**src/rtl/lcd_write_scheduler.sv**
```systemverilog
// Character-LCD 4-bit write scheduler: one-shot power-on nibble init, then
// round-robin arbitration of two byte requesters onto the LCD pins.
//
// state          | meaning
// ST_PWRUP       | power-on delay before the first init nibble
// ST_INIT_SETUP  | init nibble on SF_D, E low
// ST_INIT_PULSE  | init nibble, E high
// ST_INIT_WAIT   | settle time after an init nibble
// ST_IDLE        | init done, waiting for a request
// ST_HI_SETUP    | high nibble on SF_D, E low
// ST_HI_PULSE    | high nibble, E high
// ST_GAP         | E low between the two nibbles
// ST_LO_SETUP    | low nibble on SF_D, E low
// ST_LO_PULSE    | low nibble, E high
// ST_WAIT        | command completion wait
module lcd_write_scheduler #(
  parameter int T_SETUP      = 2,
  parameter int T_PULSE      = 12,
  parameter int T_NIBBLE_GAP = 50,
  parameter int T_CMD        = 2000,
  parameter int T_LONG       = 82000,
  parameter int T_POWERUP    = 750000,
  parameter int T_INIT1      = 205000,
  parameter int T_INIT2      = 5000,
  parameter int T_INIT3      = 2000
) (
  input  logic       Clock,
  input  logic       Reset,
  input  logic       iReq0_Valid,
  input  logic       iReq0_RS,
  input  logic [7:0] iReq0_Data,
  output logic       oReq0_Ready,
  input  logic       iReq1_Valid,
  input  logic       iReq1_RS,
  input  logic [7:0] iReq1_Data,
  output logic       oReq1_Ready,
  output logic       oInitDone,
  output logic       oBusy,
  output logic       LCD_E,
  output logic       LCD_RS,
  output logic       LCD_RW,
  output logic [3:0] SF_D,
  output logic       SF_CE0
);

  typedef enum logic [3:0] {
    ST_PWRUP,
    ST_INIT_SETUP,
    ST_INIT_PULSE,
    ST_INIT_WAIT,
    ST_IDLE,
    ST_HI_SETUP,
    ST_HI_PULSE,
    ST_GAP,
    ST_LO_SETUP,
    ST_LO_PULSE,
    ST_WAIT
  } state_t;

  localparam logic [19:0] C_SETUP   = 20'(T_SETUP - 1);
  localparam logic [19:0] C_PULSE   = 20'(T_PULSE - 1);
  localparam logic [19:0] C_GAP     = 20'(T_NIBBLE_GAP - 1);
  localparam logic [19:0] C_CMD     = 20'(T_CMD - 1);
  localparam logic [19:0] C_LONG    = 20'(T_LONG - 1);
  localparam logic [19:0] C_POWERUP = 20'(T_POWERUP - 1);
  localparam logic [19:0] C_INIT1   = 20'(T_INIT1 - 1);
  localparam logic [19:0] C_INIT2   = 20'(T_INIT2 - 1);
  localparam logic [19:0] C_INIT3   = 20'(T_INIT3 - 1);

  state_t      state_q, state_d;
  logic [19:0] cnt_q, cnt_d;
  logic [1:0]  init_idx_q, init_idx_d;
  logic        ptr_q, ptr_d;
  logic        rs_q, rs_d;
  logic        long_q, long_d;
  logic [7:0]  data_q, data_d;
  logic        init_done_q, init_done_d;
  logic        lcd_e_q, lcd_e_d;
  logic        lcd_rs_q, lcd_rs_d;
  logic [3:0]  sf_d_q, sf_d_d;
  logic        gnt0, gnt1, cnt_zero;
  logic        sel_rs;
  logic [7:0]  sel_data;
  logic [19:0] init_wait;
  logic [19:0] load_val;

  // ptr_q = 1 gives requester 1 priority when both are valid
  assign gnt0     = (state_q == ST_IDLE) & iReq0_Valid & (~iReq1_Valid | ~ptr_q);
  assign gnt1     = (state_q == ST_IDLE) & iReq1_Valid & (~iReq0_Valid | ptr_q);
  assign cnt_zero = (cnt_q == 20'd0);
  assign sel_rs   = gnt0 ? iReq0_RS : iReq1_RS;
  assign sel_data = gnt0 ? iReq0_Data : iReq1_Data;

  always_comb begin
    init_wait = C_INIT3;
    case (init_idx_q)
      2'd0:    init_wait = C_INIT1;
      2'd1:    init_wait = C_INIT2;
      default: init_wait = C_INIT3;
    endcase
  end

  always_comb begin
    state_d     = state_q;
    cnt_d       = cnt_q - 20'd1;
    init_idx_d  = init_idx_q;
    ptr_d       = ptr_q;
    rs_d        = rs_q;
    long_d      = long_q;
    data_d      = data_q;
    init_done_d = init_done_q;
    load_val    = C_SETUP;
    case (state_q)
      ST_PWRUP:      if (cnt_zero) state_d = ST_INIT_SETUP;
      ST_INIT_SETUP: if (cnt_zero) state_d = ST_INIT_PULSE;
      ST_INIT_PULSE: if (cnt_zero) state_d = ST_INIT_WAIT;
      ST_INIT_WAIT: begin
        if (cnt_zero) begin
          if (init_idx_q == 2'd3) begin
            state_d     = ST_IDLE;
            init_done_d = 1'b1;
          end else begin
            init_idx_d = init_idx_q + 2'd1;
            state_d    = ST_INIT_SETUP;
          end
        end
      end
      ST_IDLE: begin
        if (gnt0 | gnt1) begin
          ptr_d   = gnt0;
          rs_d    = sel_rs;
          data_d  = sel_data;
          long_d  = ~sel_rs & (sel_data[7:2] == 6'd0);
          state_d = ST_HI_SETUP;
        end
      end
      ST_HI_SETUP: if (cnt_zero) state_d = ST_HI_PULSE;
      ST_HI_PULSE: if (cnt_zero) state_d = ST_GAP;
      ST_GAP:      if (cnt_zero) state_d = ST_LO_SETUP;
      ST_LO_SETUP: if (cnt_zero) state_d = ST_LO_PULSE;
      ST_LO_PULSE: if (cnt_zero) state_d = ST_WAIT;
      ST_WAIT:     if (cnt_zero) state_d = ST_IDLE;
      default:     state_d = ST_PWRUP;
    endcase

    case (state_d)
      ST_INIT_PULSE, ST_HI_PULSE, ST_LO_PULSE: load_val = C_PULSE;
      ST_INIT_WAIT: load_val = init_wait;
      ST_GAP:       load_val = C_GAP;
      ST_WAIT:      load_val = long_q ? C_LONG : C_CMD;
      ST_PWRUP:     load_val = C_POWERUP;
      default:      load_val = C_SETUP;
    endcase
    if (state_d != state_q) cnt_d = load_val;
  end

  // Pin values derive from the current state and are registered, so the
  // pins trail the state by one cycle but every duration is preserved.
  always_comb begin
    lcd_e_d  = 1'b0;
    lcd_rs_d = 1'b0;
    sf_d_d   = 4'h0;
    case (state_q)
      ST_INIT_SETUP, ST_INIT_PULSE, ST_INIT_WAIT: begin
        sf_d_d  = (init_idx_q == 2'd3) ? 4'h2 : 4'h3;
        lcd_e_d = (state_q == ST_INIT_PULSE);
      end
      ST_HI_SETUP, ST_HI_PULSE, ST_GAP: begin
        sf_d_d   = data_q[7:4];
        lcd_rs_d = rs_q;
        lcd_e_d  = (state_q == ST_HI_PULSE);
      end
      ST_LO_SETUP, ST_LO_PULSE, ST_WAIT: begin
        sf_d_d   = data_q[3:0];
        lcd_rs_d = rs_q;
        lcd_e_d  = (state_q == ST_LO_PULSE);
      end
      default: ;
    endcase
  end

  always_ff @(posedge Clock) begin
    if (Reset) begin
      state_q     <= ST_PWRUP;
      cnt_q       <= C_POWERUP;
      init_idx_q  <= 2'd0;
      ptr_q       <= 1'b0;
      rs_q        <= 1'b0;
      long_q      <= 1'b0;
      data_q      <= 8'h00;
      init_done_q <= 1'b0;
      lcd_e_q     <= 1'b0;
      lcd_rs_q    <= 1'b0;
      sf_d_q      <= 4'h0;
    end else begin
      state_q     <= state_d;
      cnt_q       <= cnt_d;
      init_idx_q  <= init_idx_d;
      ptr_q       <= ptr_d;
      rs_q        <= rs_d;
      long_q      <= long_d;
      data_q      <= data_d;
      init_done_q <= init_done_d;
      lcd_e_q     <= lcd_e_d;
      lcd_rs_q    <= lcd_rs_d;
      sf_d_q      <= sf_d_d;
    end
  end

  assign oReq0_Ready = gnt0;
  assign oReq1_Ready = gnt1;
  assign oInitDone   = init_done_q;
  assign oBusy       = (state_q != ST_IDLE);
  assign LCD_E       = lcd_e_q;
  assign LCD_RS      = lcd_rs_q;
  assign LCD_RW      = 1'b0;
  assign SF_D        = sf_d_q;
  assign SF_CE0      = 1'b1;

endmodule
```
**config.mk**
```make
export PLATFORM = sky130hd
export DESIGN_NAME = lcd_write_scheduler
export DESIGN_NICKNAME = d
export VERILOG_FILES = /design/src/rtl/lcd_write_scheduler.sv
export SDC_FILE = /design/constraint.sdc
export NUM_CORES = 1
export LEC_CHECK = 0
export BUFFER_PORTS_ARGS = -buffer_cell sky130_fd_sc_hd__buf_4
export CORE_MARGIN = 8
export CORE_UTILIZATION = 45
export CTS_CLUSTER_DIAMETER = 120
export DETAILED_ROUTE_END_ITERATION = 8
export HOLD_SLACK_MARGIN = 0.03
export PLACE_DENSITY = 0.76
export SYNTH_ARGS = -nofsm -noshare
export SYNTH_HDL_FRONTEND = slang
export SYNTH_SLANG_ARGS = --single-unit
```
**constraint.sdc**
```tcl
create_clock -name Clock -period 4 [get_ports Clock]
set_clock_uncertainty 0.2 [all_clocks]
set_input_delay 0.8 -clock Clock [delete_from_list [all_inputs] [get_ports Clock]]
set_output_delay 0.8 -clock Clock [all_outputs]
set_load 0.02 [all_outputs]
```
==> reports/results.ini, run 1 <==
[run_status]
status = finished clean

[global_route]
grt_pass1_wl_um = 10490
use_met2_pct = 24.55
met1_usage_pct = 18.35
met3_usage_pct = 3.015
grt_usage_pct = 14.83
grt_pass1_vias = 2262
grt_max_degree = 28
antenna_found_initial = 0
grt-busiest-layer = met2
grt_overflow = 0

[setup_path]
crit_path_max_incr_delay_ns = 0.70
worstPathMaxFanout = 7
end_kind = flop
critPathLaunchType = flop
r2r_setup_slack_ns = 0.59
reg2reg_from = cnt_q[0]
cp.arrival_ns = 3.38
r2r_end = cnt_q[13]
cp-endpoint = cnt_q[13]
crit_start = cnt_q[0]
ff2ff_path_depth = 9
cp_data_required_time_ns = 3.96
crit_chain = inv_1 -> ha_1 -> or3b_1 -> nor4_2 -> o2111ai_1 -> o211ai_1 -> o21ai_0 -> o21ai_1 -> o221ai_1
worst-setup-path-type = flop to flop
slowest_stage = nor4_2

[sta]
fin_tns_setup_ns = 0
period_minus_slack_ns = 3.414
fin_crit_sh_pct = 85.35
drv_slew = 0
clock.fmax_mhz = 292.9
rsz0062_at_grt = no
finalSetupViolCount = 0
final-hold-violation-count = 0
fin_ws_ns = 0.5859
max_slew_margin_pct = 46.31
worstMarginPinSlew_ns = 0.7987

[synthesis]
synth_seq_area_share_pct = 34.03
synth.avg_cell_area_sq_um = 8.516
synth.distinct_cells = 60
syn_nets = 331
synthFlopType = dfxtp_1
synth.yosys.warnings = 0
synthCells = 304
synth_seq_cells = 44
synth_edf_count = 0
async_reset_ff_share_pct = 0
synth_area_sq_um = 2589

[clocking]
cts_buffer_depth = 2
path_clk_slew_ns = 0.08
cts_resized = 0
post-cts-setup-buffers = 0
clock-root-buffer = clkbuf_8
cts_tree = yes
cts_max_level = 2
cts_buffers = 5
insertion_delay_ns = 0.30
ctsHoldBuffers = 0
cts_sinks = 44

[layout]
drive_above_1_share_pct = 17.99
nNetsFinal = 354
fin_area_sq_um = 2927
final_cell_mix = dfxtp_1, nor2_1, buf_4
diodes = 0
syn_to_final_growth_pct = 13.05

[routing]
wirelength_um = 6294
routedWlPerCell_um = 15.74
num_vias = 2313
drt_iter0_drc = 202
ant_nets = 0
drt-pass1-iter-count = 4
viasPerCell = 5.783
drc = 0

[die]
design.core.area_sq_um = 5540
core.rowCount = 27
die_area_sq_um = 8436
ios = 34
dieWidth_um = 91.85
die_h_um = 91.85
initial_core_util_pct = 46.73

[flow_run]
max_cap_violations = 0

[placement]
pre_cts_ws_ns = 0.6718
place_area_sq_um = 2805
dpl.hpwl_um = 4726
globalplace.congestion = 0.8748
io_buffer_count = 31

[min_path]
hp-class = flop to flop
holdPathStages = 1

[power_and_ir_drop]
peakVddDrop_mv = 0.1765
power_density_nw_per_um2 = 289.0
p_leak_nw = 1.095

-- per-layer routing --
layer	vias to the layer above	part of all wire, %
met3	17	6.7
met4	0	2.4
met5	-	0
met2	104	46
met1	1043	45
li1	1149	-
-- cell usage after synthesis, types with 5 or more instances --
library cell,count,area (sq um)
a211oi_1,13,97.59
nor3_1,17,85.08
nor2b_1,6,37.54
a21oi_1,15,75.07
inv_1,12,45.04
dfxtp_1,44,880.8
nand2_1,14,52.55
clkbuf_1,6,22.52
xor2_1,7,61.31
ha_1,5,62.56
o21ai_0,9,45.04
o221ai_1,5,43.79
mux2i_1,9,90.09
xnor2_1,10,87.58
nor4_1,8,50.05
o21ai_1,6,30.03
nor2_1,44,165.2
-- cell families (layout without fill, tap and decap cells) --
logic type,Yosys count,count (layout),share of synthesized area (%)
AOI/OAI and AO/OA,76,76,21.03
xor gates and xnor gates,17,17,5.751
adders and majority gates,5,5,2.417
buffers and inverters,30,54,6.718
DFF,44,44,34.03
muxes,9,9,3.480
other,2,2,0.2901
and+or+nand+nor,121,121,26.29
-- state kept, by name, indices dropped and copies added (netlist names) --
name,count
ptr_q,1
rs_q,1
state_q,4
cnt_q,20
LCD_E,1
init_idx_q,2
long_q,1
data_q,8
oInitDone,1
SF_D,4
LCD_RS,1
-- power breakdown --
| part | internal (mW) | leakage (nW) | total [mW] | switching (mW) |
|---|---|---|---|---|
| clock | 0.204 | 0.0614 | 0.364 | 0.159 |
| sequential | 0.440 | 0.355 | 0.442 | 0.00175 |
| combinational | 0.0205 | 0.678 | 0.0402 | 0.0197 |
-- critical path, delay by kind of cell (launching register included) --
family,cells,cell delay [ns]
buffers and inverters,1,0.06
AOI/OAI and AO/OA,5,1.38
and+or+nand+nor,2,1.14
adders and majority gates,1,0.16
DFF,1,0.33
-- worst min path at each step --
stage	startpoint	end	slack, ns
2_1_floorplan	cnt_q[0]	cnt_q[0]	0.18
3_3_place_gp	cnt_q[0]	cnt_q[0]	0.19
3_5_place_dp	cnt_q[0]	cnt_q[0]	0.20
4_1_cts	cnt_q[0]	cnt_q[0]	0.21
5_1_grt	cnt_q[0]	cnt_q[0]	0.24
6_report	cnt_q[0]	cnt_q[0]	0.21
-- area by class of cell --
type / instances / area [sq um]
repair buffers: 34 / 255.2
fillers: 512 / 2614
inverters: 12 / 45.04
clock buffers: 6 / 82.58
well taps: 72 / 90.09
flip-flops and latches: 44 / 880.8
clock inverters: 2 / 38.79
multi-input cells: 230 / 1534
-- stage by stage --
step / total power, mW / std cells / util (%) / hold slack [ns]
2_1_floorplan: 0.4718 / 304 / - / 0.1805
3_3_place_gp: 0.4916 / 392 / 50.63 / 0.1926
3_5_place_dp: 0.4926 / 392 / 50.63 / 0.1951
4_1_cts: 0.8482 / 400 / 52.82 / 0.2135
5_1_grt: 0.8722 / 400 / 52.82 / 0.2439
6_report: 0.8458 / 400 / 52.82 / 0.2125
Note: power is estimated with default switching activity, not from simulation.
==> run 2, diff against run 1 <==
--- a/config.mk
+++ b/config.mk
@@ -5,7 +5,9 @@
 export SDC_FILE = /design/constraint.sdc
 export NUM_CORES = 1
 export LEC_CHECK = 0
+export ABC_AREA = 1
 export BUFFER_PORTS_ARGS = -buffer_cell sky130_fd_sc_hd__buf_4
+export CORE_ASPECT_RATIO = 1.5
 export CORE_MARGIN = 8
 export CORE_UTILIZATION = 45
 export CTS_CLUSTER_DIAMETER = 120
==> run 2 against run 1 <==
Sequential power increased by 14%. Area after synthesis increased by 2.3%. Largest cell class unchanged. Largest power group unchanged. Fmax increased by 29%. Die area increased by 2.5%. Critical path type is now flop to primary output.
==> reports/results.ini, run 2 <==
[run_status]
status = finished clean

[synthesis]
synthCells = 378
synth_area_sq_um = 2649
synth_commonest_cells = nand2_1, nor2_1, dfxtp_1
synth_top_area_share_pct = 33.25
synth_seq_area_share_pct = 33.25
synth_area_leaders = dfxtp_1, nand2_1, nor2_1
synth.avg_cell_area_sq_um = 7.007
synth.distinct_cells = 39
syn_nets = 405
async_reset_ff_share_pct = 0
synth_seq_cells = 44
synthMostInstantiatedCell = nand2_1
synth_edf_count = 0
synth.yosys.warnings = 0
synthFlopType = dfxtp_1
synth_top_area_cell = dfxtp_1

[layout]
syn_to_final_growth_pct = 14.97
top_register = cnt_q
diodes = 0
reg_top3 = cnt_q x20, data_q x8
drive_above_1_share_pct = 19.36
nNetsFinal = 434
final_cell_mix = nand2_1, nor2_1, dfxtp_1
final_common_cell = nand2_1
largest_reg_flops = 20

[clocking]
cts_sinks = 44
ctsHoldBuffers = 0
cts_tree = yes
cts_resized = 0
cts_buffer_depth = 2
cts_buffers = 5
clock-root-buffer = clkbuf_8
path_clk_slew_ns = 0.08
post-cts-setup-buffers = 0
cts_max_level = 2
insertion_delay_ns = 0.29

[power_and_ir_drop]
p_leak_nw = 1.379
power_density_nw_per_um2 = 352.6
peakVddDrop_mv = 0.1702
finalPower_mw = 1.074

[min_path]
worstHoldEndpoint = cnt_q[0]
hp-class = flop to flop
holdCritStartpoint = cnt_q[0]
holdPathStages = 1

[setup_path]
path_common_cell = buf_4
crit_cells = 6
crit_start = state_q[2]
critPathLaunchType = flop
reg2reg_from = cnt_q[0]
ff2ff_path_depth = 14
worst-setup-path-type = flop to primary output
crit_path_max_incr_delay_ns = 0.50
slowest_stage = dfxtp_1
crit_chain = inv_2 -> nor2_4 -> nand2_2 -> nor2_1 -> buf_4 -> buf_4
cp_data_required_time_ns = 3.00
cp.arrival_ns = 1.65
end_kind = primary output
r2r_setup_slack_ns = 1.56
crit_family = flip-flops
worstPathMaxFanout = 11
worst-path-buf-inv = 3
r2r_end = cnt_q[13]

[routing]
drt-pass1-iter-count = 4
routedWlPerCell_um = 12.61
wirelength_um = 6053
viasPerCell = 5.117
drt_iter0_drc = 106
num_vias = 2456
drc = 0
ant_nets = 0

[die]
ios = 34
design.core.area_sq_um = 5743
die_area_sq_um = 8648
core.rowCount = 34
initial_core_util_pct = 46.12
dieWidth_um = 78.64
die_h_um = 110.0

[placement]
io_buffer_count = 31
dpl.hpwl_um = 4859
globalplace.congestion = 0.8374

[sta]
worstMarginPinSlew_ns = 0.8035
max_slew_margin_pct = 46.37
period_minus_slack_ns = 2.653
drv_slew = 0
fin_tns_setup_ns = 0
fin_crit_sh_pct = 66.32
clock.fmax_mhz = 377.0
rsz0062_at_grt = no
finalSetupViolCount = 0
final-hold-violation-count = 0

[global_route]
grt_pass1_wl_um = 10480
grt_pass1_vias = 2555
grt_max_degree = 24
grt_overflow = 0
antenna_found_initial = 0
grt_usage_pct = 14.79

[flow_run]
max_cap_violations = 0

[run 2: worst max-delay path by stage]
| stage | end |
|---|---|
| after floorplan | cnt_q[5] |
| after global placement | cnt_q[17] |
| after detailed placement | cnt_q[13] |
| after CTS | oReq0_Ready |
| after global routing | oReq0_Ready |
| final | oReq0_Ready |
[run 2: power by group]
group / switching (mW) / internal (mW)
Sequential: 0.0329 / 0.469
Combinational: 0.130 / 0.0868
Clock: 0.151 / 0.204
Total: 0.313 / 0.760
[run 2: area by class of cell]
type                            count  area [sq um]
Timing Repair Buffer               32         240.2
Sequential cell                    44         880.8
Clock buffer                        6         82.58
Inverter                           40         150.1
Clock inverter                      2         38.79
Multi-Input combinational cell    284          1563
Fill cell                         602          2698
Tap cell                           72         90.09
[run 2: worst register-to-register path, stage by stage (launching register included)]
cell and delay [ns]:
dfxtp_1 0.33, inv_1 0.09, ha_1 0.26, nand2_4 0.12
nor2_8 0.17, nand3_4 0.17, nand2_2 0.12, nand2_1 0.05
nand2_1 0.08, nand2_1 0.15, nor2_4 0.21, nand3_1 0.16
nand2_1 0.09, nand2_1 0.08, o211ai_2 0.07
[run 2: metal layers]
layer | part of all wire [%] | track usage [%] | routed length (um) | vias up
met4 | 3.6 | 7.447 | 216 | 0
met3 | 2.8 | 2.455 | 168 | 17
met2 | 54 | 30.18 | 3294 | 52
met5 | 0 | 0 | 0 | -
met1 | 39 | 13.44 | 2373 | 1114
li1 | - | - | - | 1273
[run 2: logic make-up (layout without fill, tap and decap cells)]
family	count (synthesis)	after routing	synth area share, %
adder cells (fa/ha/maj)	5	5	2.362
other	2	2	0.2835
XOR/XNOR	18	18	5.952
multiplexers	2	2	0.7558
AO/OA/AOI/OAI	56	56	13.79
AND/OR/NAND/NOR	201	201	35.85
buffers and inverters	50	80	7.747
flip-flops	44	44	33.25
[run 2: stage by stage]
step | setup WS [ns] | area [sq um] | cells | hold WS [ns] | util (%)
2_1_floorplan | 1.590 | 2649 | 378 | 0.1784 | -
3_3_place_gp | 1.307 | 2924 | 472 | 0.1970 | 50.92
3_5_place_dp | 1.239 | 2924 | 472 | 0.1955 | 50.92
4_1_cts | 1.326 | 3045 | 480 | 0.2160 | 53.03
5_1_grt | 1.232 | 3045 | 480 | 0.2595 | 53.03
6_report | 1.347 | 3045 | 480 | 0.2139 | 53.03
==> run 3, diff against run 2 <==
--- a/config.mk
+++ b/config.mk
@@ -5,7 +5,7 @@
 export SDC_FILE = /design/constraint.sdc
 export NUM_CORES = 1
 export LEC_CHECK = 0
-export ABC_AREA = 1
+export ABC_AREA = 0
 export BUFFER_PORTS_ARGS = -buffer_cell sky130_fd_sc_hd__buf_4
 export CORE_ASPECT_RATIO = 1.5
 export CORE_MARGIN = 8
==> constraint.sdc (replaced) <==
create_clock -name Clock -period 2.75 [get_ports Clock]
set_clock_uncertainty 0.2 [all_clocks]
set_input_delay 0.55 -clock Clock [delete_from_list [all_inputs] [get_ports Clock]]
set_output_delay 0.55 -clock Clock [all_outputs]
set_load 0.02 [all_outputs]
==> run 3 against run 2 <==
The flow now finishes with violations (negative setup slack). Die area is 1.9% lower. Power is 5.6% higher. Critical path depth is 5 higher. Clock power is 19% higher. Critical path type is now flop to flop.
==> reports/results.ini, run 3 (synthesized netlist as in run 1, its figures left out) <==
[run_status]
status = complete, but fails checks
violations = negative setup slack

[layout]
final_cell_mix = buf_4, nor2_1, dfxtp_1
drive_above_1_share_pct = 43.58
largest_reg_flops = 20
final_common_cell = buf_4
syn_to_final_growth_pct = 46.45
final_util_pct = 66.51
diodes = 0
reg_top3 = cnt_q x20, data_q x8
n_fill_cell = 448
top_register = cnt_q
nNetsFinal = 423

[clocking]
cts_sinks = 44
cts_max_level = 2
cts_buffer_depth = 2
cts_tree = yes
cts_buffers = 5
insertion_delay_ns = 0.30
clock-root-buffer = clkbuf_8
path_clk_slew_ns = 0.09

[power_and_ir_drop]
power_density_nw_per_um2 = 299.0
power.switching_mw = 0.2573
p_sw_share_pct = 22.71
p_int_mw = 0.8760
p_leak_nw = 1.507
p_clk_share_pct = 37.2
peakVddDrop_mv = 0.2940
sequentialPowerShare_pct = 56.7
comb_power_share_pct = 6.1

[setup_path]
r2r_setup_slack_ns = -0.28
worstPathMaxFanout = 8
worst-path-buf-inv = 4
critPathLaunchType = flop
crit_path_max_incr_delay_ns = 0.58
reg2reg_from = cnt_q[6]
cp_data_required_time_ns = 2.78
crit_chain = or4_4 -> or4_4 -> nor2_4 -> buf_6 -> o22a_1 -> o32a_1 -> buf_6 -> buf_6 -> buf_16 -> nor2_4 -> nor3_2
end_kind = flop
ff2ff_path_depth = 11
cp.arrival_ns = 3.06
worst-setup-path-type = flop to flop
path_common_cell = buf_6
crit_family = simple AND/OR/NAND/NOR gates
r2r_end = cnt_q[4]
slowest_stage = or4_4

[sta]
worstMarginPinSlew_ns = 0.5736
rsz0062_at_grt = yes
fin_ws_ns = -0.2791
fin_crit_sh_pct = 110.2
drv_slew = 0
fin_tns_setup_ns = -5.461
clock.fmax_mhz = 330.1
period_minus_slack_ns = 3.029
max_slew_margin_pct = 61.71
finalSetupViolCount = 24
final-hold-violation-count = 0
whs_ns = 0.2583

[routing]
num_vias = 2762
drc = 0
drt_iter0_drc = 206
ant_nets = 0
routedWlPerCell_um = 18.02
viasPerCell = 5.889
wirelength_um = 8451
drt-pass1-iter-count = 4

[min_path]
worstHoldEndpoint = oInitDone
holdPathStages = 2
hp-class = flop to flop
holdCritStartpoint = oInitDone

[placement]
globalplace.congestion = 0.9209
io_buffer_count = 31
dpl.hpwl_um = 5600
pre_cts_ws_ns = -0.2597

[die]
ios = 34
core.rowCount = 34
initial_core_util_pct = 45.41
die_area_sq_um = 8486
die_h_um = 108.9
dieWidth_um = 77.93
design.core.area_sq_um = 5700

[flow_run]
max_cap_violations = 0

[global_route]
grt_usage_pct = 19.77
grt_pass1_wl_um = 13590
grt_overflow = 0
grt_max_degree = 28
antenna_found_initial = 0
grt_pass1_vias = 2855

-- run 3: changes by cell type in the layout (fill, tap and decap cells not counted), sizes merged, moves of 7 or more --
cell	previous run	this run
nand2	107	14
inv	40	12
nand3	21	2
buf	32	102
mux2i	2	9
nor4	1	11
a211oi	0	13
nor3	7	18
nor2	57	45
-- run 3: worst register-to-register path, cell delays in order, from the launching register on --
cell,delay [ns]
dfxtp_1,0.32
or4_4,0.58
or4_4,0.58
nor2_4,0.16
buf_6,0.14
o22a_1,0.18
o32a_1,0.24
buf_6,0.15
buf_6,0.11
buf_16,0.12
nor2_4,0.03
nor3_2,0.15
-- run 3: power by group through the flow --
stage | Clock, mW | Sequential, mW | Combinational (mW)
after floorplan | 0 | 0.658 | 0.0316
after global placement | 0 | 0.658 | 0.0645
after detailed placement | 0 | 0.658 | 0.0657
after CTS | 0.430 | 0.643 | 0.0666
after global routing | 0.457 | 0.644 | 0.0760
final | 0.422 | 0.643 | 0.0686
-- run 3: cell type report --
class / instances / area [sq um] / area share (%)
multi-input combinational: 231 / 1810 / 47.76
sequential: 44 / 885.9 / 23.37
clock buffer: 6 / 82.58 / 2.178
clock inverter: 2 / 10.01 / 0.2640
timing repair buffer: 102 / 867.1 / 22.87
inverter: 12 / 45.04 / 1.188
tap: 72 / 90.09 / 2.376
-- run 3: metrics by stage --
| step | area (sq um) | std cells | power, mW |
|---|---|---|---|
| 6_report | 3791 | 469 | 1.133 |
| 5_1_grt | 3791 | 469 | 1.177 |
| 4_1_cts | 3674 | 467 | 1.139 |
| 3_5_place_dp | 3319 | 446 | 0.7239 |
| 3_3_place_gp | 3319 | 446 | 0.7225 |
| 2_1_floorplan | 2701 | 304 | 0.6900 |
-- run 3: per-layer routing --
| metal | up-vias | share of wire, % | track usage [%] |
|---|---|---|---|
| met3 | 44 | 5.1 | 3.713 |
| li1 | 1293 | - | - |
| met5 | - | 0 | 0 |
| met1 | 1289 | 36 | 18.64 |
| met2 | 136 | 54 | 37.33 |
| met4 | 0 | 5.1 | 14.23 |
-- run 3: timing repair --
action | 4_1_cts | 5_1_grt
buffers inserted | 10 | 2
gates resized for setup | 26 | 26
cloned | 3 | 0
hold endpoints to repair | 0 | 0
pin swaps | 13 | 12
hold buffers | 0 | 0
endpoints found under the setup margin | 23 | 24
-- run 3: worst max-delay path by stage --
| stage | from | cells after the start | endpoint |
|---|---|---|---|
| CTS | cnt_q[15] | 9 | cnt_q[3] |
| global placement | cnt_q[14] | 10 | cnt_q[2] |
| detailed placement | cnt_q[15] | 10 | cnt_q[2] |
| finish | cnt_q[6] | 11 | cnt_q[4] |
| global route | cnt_q[11] | 11 | cnt_q[5] |
| floorplan | cnt_q[11] | 9 | SF_D[1] |
